===== src/rtl/x_pkg.sv =====
// Shared definitions for the event-line conditioner and its downstream FSM bench.
package x_pkg;

  localparam int CH_U = 0;
  localparam int CH_O = 1;
  localparam int CH_D = 2;
  localparam int N_CH = 3;

  localparam int DEBOUNCE_CYCLES_DEFAULT = 4;

  // Fixed priority u > o > d; returns a one-hot grant (or zero when idle).
  function automatic logic [N_CH-1:0] prio_grant(input logic [N_CH-1:0] req);
    logic [N_CH-1:0] grant;
    grant = '0;
    if (req[CH_U])      grant[CH_U] = 1'b1;
    else if (req[CH_O]) grant[CH_O] = 1'b1;
    else if (req[CH_D]) grant[CH_D] = 1'b1;
    return grant;
  endfunction

endpackage


===== src/rtl/x_debounce.sv =====
// One event line: two-flop synchroniser, hold-time debounce counter and accepted level.
// rise_o is combinational so the parent can latch the event on the same edge stable flips.
module x_debounce
  import x_pkg::*;
#(
  parameter int DEBOUNCE_CYCLES = DEBOUNCE_CYCLES_DEFAULT
) (
  input  logic clk,
  input  logic res,
  input  logic b_i,
  output logic stable_o,
  output logic rise_o
);

  localparam int CW = $clog2(DEBOUNCE_CYCLES) + 1;
  localparam logic [CW-1:0] CNT_MAX = CW'(DEBOUNCE_CYCLES - 1);

  logic          s1_q, s2_q;
  logic          stable_q, stable_d;
  logic [CW-1:0] cnt_q, cnt_d;

  always_comb begin
    stable_d = stable_q;
    cnt_d    = cnt_q + 1'b1;
    if (s2_q == stable_q) begin
      cnt_d = '0;
    end else if (cnt_q == CNT_MAX) begin
      stable_d = s2_q;
      cnt_d    = '0;
    end
  end

  always_ff @(posedge clk or posedge res) begin
    if (res) begin
      s1_q     <= 1'b0;
      s2_q     <= 1'b0;
      stable_q <= 1'b0;
      cnt_q    <= '0;
    end else begin
      s1_q     <= b_i;
      s2_q     <= s1_q;
      stable_q <= stable_d;
      cnt_q    <= cnt_d;
    end
  end

  assign stable_o = stable_q;
  assign rise_o   = stable_d & ~stable_q;

endmodule


===== src/rtl/x_input_cond.sv =====
// Conditions three bouncing event lines into mutually exclusive one-cycle pulses
// for the sequencer FSM: debounce per line, latch rising edges, then fixed-priority grant.
module x_input_cond
  import x_pkg::*;
#(
  parameter int DEBOUNCE_CYCLES = DEBOUNCE_CYCLES_DEFAULT
) (
  input  logic            clk,
  input  logic            res,
  input  logic            bu,
  input  logic            bo,
  input  logic            bd,
  output logic            xu,
  output logic            xo,
  output logic            xd,
  output logic [N_CH-1:0] lvl,
  output logic [N_CH-1:0] pend
);

  logic [N_CH-1:0] raw;
  logic [N_CH-1:0] stable;
  logic [N_CH-1:0] rise;
  logic [N_CH-1:0] grant;
  logic [N_CH-1:0] pend_q, pend_d;
  logic [N_CH-1:0] x_q, x_d;

  assign raw[CH_U] = bu;
  assign raw[CH_O] = bo;
  assign raw[CH_D] = bd;

  generate
    for (genvar gi = 0; gi < N_CH; gi++) begin : g_ch
      x_debounce #(
        .DEBOUNCE_CYCLES(DEBOUNCE_CYCLES)
      ) u_debounce (
        .clk      (clk),
        .res      (res),
        .b_i      (raw[gi]),
        .stable_o (stable[gi]),
        .rise_o   (rise[gi])
      );
    end
  endgenerate

  // A new rise on the channel being granted re-arms it, producing a second pulse.
  always_comb begin
    grant  = prio_grant(pend_q);
    x_d    = grant;
    pend_d = (pend_q & ~grant) | rise;
  end

  always_ff @(posedge clk or posedge res) begin
    if (res) begin
      pend_q <= '0;
      x_q    <= '0;
    end else begin
      pend_q <= pend_d;
      x_q    <= x_d;
    end
  end

  assign xu   = x_q[CH_U];
  assign xo   = x_q[CH_O];
  assign xd   = x_q[CH_D];
  assign lvl  = stable;
  assign pend = pend_q;

endmodule

===== config.mk =====
export PLATFORM = sky130hd
export DESIGN_NAME = x_input_cond
export DESIGN_NICKNAME = d
export VERILOG_FILES = /design/src/rtl/x_pkg.sv /design/src/rtl/x_debounce.sv /design/src/rtl/x_input_cond.sv
export SDC_FILE = /design/constraint.sdc
export NUM_CORES = 1
export LEC_CHECK = 0
export ABC_AREA = 1
export BUFFER_PORTS_ARGS = -buffer_cell sky130_fd_sc_hd__buf_2
export CAP_MARGIN = 10
export CORE_MARGIN = 2
export CORE_UTILIZATION = 52
export DETAILED_ROUTE_END_ITERATION = 12
export GPL_TIMING_DRIVEN = 1
export PLACE_DENSITY_LB_ADDON = 0.1
export SLEW_MARGIN = 0
export SYNTH_ARGS = -nofsm -noshare
export SYNTH_HDL_FRONTEND = slang
export SYNTH_SLANG_ARGS = --single-unit

===== constraint.sdc =====
create_clock -name clk -period 1.3 [get_ports clk]
set_input_delay 0 -clock clk [delete_from_list [all_inputs] [get_ports clk]]
set_output_delay 0 -clock clk [all_outputs]
set_load 0.1 [all_outputs]

==> run metrics, run 1 <==
Slew headroom 67.7%; # setup viols final 0; largest net degree at the start of global routing 25; status finished clean; layout cells sized above 1 18.6%; Routability Congestion 0.655; post-synth cell types 12; antenna-violating nets left 0; Least-Margin Pin Slew 0.487 ns; YS warnings 0; Die Y 45.6 µm; ANT cells 0; htree depth 1; Critical Path Source Type flip-flop; CP Class flip-flop to output port; Critical Path End Type output port; Layout Skew 0.00157 ns; # rows 15; crit path max fanout 6; number of hold violations in the final report 0; CTS root buffer clkbuf_4; Layout fillers 151; register area share after synthesis 66.9%; maxcap violations 0; number of global-route vias before repair 501; DP HPWL 814 µm; Stages on worst setup path 1; fin cells 119; worst min path class input pin to async pin; Net Count, Synth 92; crit path cell chain buf_2; PnR worst setup slack 0.0982 ns; Crit-path slowest cell buf_2; P per Cell Area 2100 nW/µm²; DR pass1 iterations 4; Starting Density 53.8%; CTS tree done; max-slew violations 0; Crit path max-delay family buffers and inverters; first-pass GRT wire length 2.01 mm; Synth-to-Final Area Change 15.7%; Total GRT Usage 14.4%; CP Data Arrival Time 1.20 ns; initial antenna violation count 0; min Tclk post-route 1.20 ns; worst-skew pair later-pin latency 0.30 ns; unrepaired setup endpoints after global routing false; syn avg cell area 10.7 µm²; Max Fclk 832 MHz; Static Leak 0.564 nW; period utilisation layout 92.4%; setup TNS 0 ns; total core area 1670 µm²; PortBufs 13; total congestion overflow 0; worst vdd ir 0.847 mV; cts repair resizes 0; WP data required 1.30 ns; Mapped Cells 84; FF-to-FF path depth 3; Post-Synthesis Cell Area 898 µm²; Via density 4.68; Hold WS 0.265 ns; die area 2080 µm²; Iter 0 DRT Violations 6; post-synthesis register bit count 24; deepest clock path buffer count 2; pre-CTS WS 0.310 ns; # DRC 0; CTS sink count 24; crit path buf inv count 1; CP max stage delay 0.46 ns; dpl cells 111; WL final 1.18 mm; CTS clk-pin slew, worst paths 0.12 ns; die width 45.6 µm; vias post-DR 557; count of boundary I/O pins 14; wire per inst 9.92 µm; nets 111; CTS buffer count 3
Yosys cell counts:
cell	count	share of area, %
nor2_1	11	4.6
nand3_1	2	1.1
o21ai_0	4	2.2
ha_1	3	4.2
dfrtp_1	24	67
or2_0	2	1.4
nand2_1	17	7.1
xnor2_1	3	2.9
buf_4	4	3.3
or2_1	1	0.70
nor3_1	1	0.56
inv_1	12	5.0
cells by family after synthesis:
family / count (synthesis) / synth area share, %
AOI/OAI and AO/OA: 4 / 2.23
xor gates and xnor gates: 3 / 2.93
adders and majority gates: 3 / 4.18
buffers and inverters: 16 / 8.36
DFF: 24 / 66.9
and+or+nand+nor: 34 / 15.5
worst register-to-register path, stage by stage (launching register included):
cell,delay [ns]
dfrtp_1,0.40
ha_1,0.22
or2_0,0.22
nor2_1,0.12
repair_timing:
| action | in CTS | in global routing |
|---|---|---|
| setup buffers | 0 | 0 |
| setup endpoints to repair | 0 | 0 |
| endpoints found under the hold margin | 27 | 0 |
| hold buffers | 4 | 0 |
worst paths after layout:
| kind | start | endpoint | slack [ns] |
|---|---|---|---|
| hold / removal | res | g_ch[1].u_debounce.s1_q$_DFF_PP0_ | 0.27 |
| hold reg to reg | g_ch[1].u_debounce.s1_q$_DFF_PP0_ | g_ch[1].u_debounce.s2_q$_DFF_PP0_ | 0.36 |
| setup / recovery | pend[0]$_DFF_PP0_ | pend[0] | 0.1 |
| min in group clk | bo | g_ch[1].u_debounce.s1_q$_DFF_PP0_ | 0.33 |
| max in group asynchronous | res | pend[1]$_DFF_PP0_ | 0.79 |
| setup reg to reg | g_ch[1].u_debounce.cnt_q[0]$_DFF_PP0_ | g_ch[1].u_debounce.cnt_q[2]$_DFF_PP0_ | 0.28 |
state kept, by name, summed over array words and instances (netlist names):
register	count
g_ch.u_debounce.stable_o	3
pend	3
g_ch.u_debounce.cnt_q	9
g_ch.u_debounce.s2_q	3
g_ch.u_debounce.s1_q	3
x_q	3
area by class of cell:
| type | instances | area (µm²) | area share [%] |
|---|---|---|---|
| inverter | 12 | 45.0 | 4.33 |
| sequential | 24 | 602 | 57.9 |
| clock buffer | 4 | 36.3 | 3.49 |
| timing repair buffer | 18 | 113 | 10.8 |
| tap | 17 | 21.3 | 2.05 |
| multi-input combinational | 44 | 223 | 21.4 |
stage by stage:
stage	total power, mW	util [%]	area [µm²]
final	2.18	62.2	1040
after global routing	2.33	62.2	1040
after CTS	2.21	62.2	1040
after detailed placement	1.81	57.7	963
after global placement	1.80	57.7	963
after floorplan	1.75	-	900
per-layer routing:
metal | vias to the layer above | share of wire [%] | GRT usage [%]
met5 | - | 0 | 0
met4 | 0 | 1.5 | 10.6
met3 | 2 | 3.9 | 2.38
met2 | 13 | 48 | 22.8
met1 | 255 | 46 | 17.4
li1 | 287 | - | -
cells in the final DEF (no fill, tap or decap), types with 2 or more instances in the layout:
| cell | synthesis | layout |
|---|---|---|
| xnor2_1 | 3 | 3 |
| nand3_1 | 2 | 2 |
| dlygate4sd3_1 | 0 | 4 |
| o21ai_0 | 4 | 4 |
| or2_0 | 2 | 2 |
| clkbuf_4 | 0 | 3 |
| buf_2 | 0 | 13 |
| inv_1 | 12 | 12 |
| nand2_1 | 17 | 17 |
| dfrtp_1 | 24 | 23 |
| ha_1 | 3 | 3 |
| nor2_1 | 11 | 11 |
power breakdown:
part / internal [mW] / total [mW] / switching, mW
Clock: 0.171 / 0.381 / 0.210
Combinational: 0.190 / 0.823 / 0.633
Sequential: 0.886 / 0.979 / 0.0934
Power figures use the tool's default switching activity.
==> run 2, diff against run 1 <==
- CORE_UTILIZATION: 52 -> 45
- SLEW_MARGIN: 0 -> unset
==> run 2 against run 1 <==
Compared with the run above: largest cell class unchanged; worst setup slack better by 0.021 ns; utilization down 7.5 points; first-iteration DRC count is 33% lower; critical endpoint is now lvl[0].
==> run metrics, run 2 (synthesized netlist as in run 1, its figures left out) <==
status finished clean (unchanged); Static Leak 0.564 nW (unchanged); CTS clk-pin slew, worst paths 0.12 ns (about the same); largest net degree at the start of global routing 25 (unchanged); area of the multi-input gates 223 µm² (unchanged); # setup viols final 0 (unchanged); crit path cell chain buf_2 (unchanged); WP data required 1.30 ns (about the same); final core occ 54.8% (was 62.2%); Critical Path Source Type flip-flop (unchanged); CP Data Arrival Time 1.18 ns (was 1.20 ns); first-pass GRT wire length 2.06 mm (was 2.01 mm); DP HPWL 838 µm (was 814 µm); DR pass1 iterations 4 (unchanged); register area 602 µm² (unchanged); die width 48.7 µm (was 45.6 µm); unrepaired setup endpoints after global routing false (unchanged); most frequent cells in the layout dfrtp_1, nand2_1, buf_2 (unchanged); period utilisation layout 90.8% (was 92.4%); Max Fclk 847 MHz (was 832 MHz); Slew headroom 67.3% (was 67.7%); wire per inst 8.99 µm (was 9.92 µm); vias post-DR 533 (was 557); worst-skew pair later-pin latency 0.30 ns (about the same); Layout Skew 0.00697 ns (was 0.00157 ns); WL final 1.16 mm (was 1.18 mm); CTS buffer count 3 (unchanged); CP Class flip-flop to output port (unchanged); PortBufs 13 (unchanged); number of global-route vias before repair 501 (unchanged); number of hold violations in the final report 0 (unchanged); count of boundary I/O pins 14 (unchanged); Die Y 48.7 µm (was 45.6 µm); CTS tree done (unchanged); pre-CTS WS 0.328 ns (was 0.310 ns); worst vdd ir 1.15 mV (was 0.847 mV); htree depth 1 (unchanged); Largest register FFs 9 (unchanged); die area 2370 µm² (was 2080 µm²); CTS sink count 24 (unchanged); worst min path class input pin to async pin (unchanged); min Tclk post-route 1.18 ns (was 1.20 ns); Starting Density 46.7% (was 53.8%); antenna-violating nets left 0 (unchanged); max-slew violations 0 (unchanged); PnR worst setup slack 0.119 ns (was 0.0982 ns); FF-to-FF setup slack 0.30 ns (was 0.28 ns); CP max stage delay 0.45 ns (was 0.46 ns); Critical Path End Type output port (unchanged); Routability Congestion 0.729 (was 0.655); Crit path max-delay family buffers and inverters (unchanged); total core area 1920 µm² (was 1670 µm²); crit path max fanout 4 (was 6); ANT cells 0 (unchanged); Synth-to-Final Area Change 17.1% (was 15.7%); # rows 16 (was 15); P per Cell Area 2070 nW/µm² (was 2100 nW/µm²); CTS root buffer clkbuf_4 (unchanged); layout cells sized above 1 18.6% (unchanged); most common cell after layout, fill and taps aside dfrtp_1 (unchanged); Via density 4.13 (was 4.68); Least-Margin Pin Slew 0.494 ns (was 0.487 ns); crit path buf inv count 1 (unchanged); setup TNS 0 ns (unchanged); DP Area 976 µm² (was 963 µm²); Iter 0 DRT Violations 4 (was 6); Layout fillers 174 (was 151); nets 111 (unchanged); Crit-path slowest cell buf_2 (unchanged); maxcap violations 0 (unchanged); Total GRT Usage 11.6% (was 14.4%); total congestion overflow 0 (unchanged); # DRC 0 (unchanged); deepest clock path buffer count 2 (unchanged); Final Instance Area 1050 µm² (was 1040 µm²); register bank with the most flops g_ch.u_debounce.cnt_q (unchanged); initial antenna violation count 0 (unchanged)
## run 2: cell counts in the layout (fill, tap and decap cells not counted)
No cell type changed its count.
## run 2: final cells by class
type,count,share of cell area (%)
Sequential cell,24,57.2
Multi-Input combinational cell,44,21.2
Timing Repair Buffer,18,10.7
Inverter,12,4.28
Clock buffer,4,3.45
Tap cell,27,3.21
## run 2: timing repair
item	in CTS	in global routing
buffers inserted	0	0
gates resized for setup	0	0
hold buffers	4	0
hold endpoints to repair	27	0
setup endpoints to repair	0	0
## run 2: worst min-delay path, stage by stage
cell and delay (ns):
dlygate4sd3_1 0.53, buf_2 0.12, inv_1 0.04, buf_4 0.28
## run 2: routing by layer
| layer | part of all wire (%) | track usage, % | up-vias |
|---|---|---|---|
| li1 | - | - | 287 |
| met1 | 48 | 14.3 | 232 |
| met2 | 46 | 18.3 | 12 |
| met3 | 4.6 | 3.09 | 2 |
| met4 | 1.3 | 7.14 | 0 |
| met5 | 0 | 0 | - |
## run 2: through the flow
stage	total power, mW	hold slack (ns)	std cells
final	2.17	0.264	129
after global routing	2.33	0.268	129
after CTS	2.20	0.266	129
after detailed placement	1.82	0.0547	121
after global placement	1.80	0.0564	121
after floorplan	1.75	0.0146	84
## run 2: path summary, 6_finish.rpt
path | cells after the start | startpoint | endpoint
setup / recovery | 1 | g_ch[0].u_debounce.stable_o$_DFF_PP0_ | lvl[0]
hold / removal | 4 | res | g_ch[1].u_debounce.cnt_q[1]$_DFF_PP0_
setup reg to reg | 3 | g_ch[2].u_debounce.cnt_q[0]$_DFF_PP0_ | g_ch[2].u_debounce.cnt_q[2]$_DFF_PP0_
hold reg to reg | 0 | g_ch[2].u_debounce.s1_q$_DFF_PP0_ | g_ch[2].u_debounce.s2_q$_DFF_PP0_
max in group asynchronous | 4 | res | pend[1]$_DFF_PP0_
min in group clk | 2 | bo | g_ch[1].u_debounce.s1_q$_DFF_PP0_
## run 2: power by group
part           internal [mW]  leakage (nW)  switching [mW]
Sequential             0.886         0.309          0.0986
Clock                  0.171        0.0210           0.194
Combinational          0.190         0.234           0.635
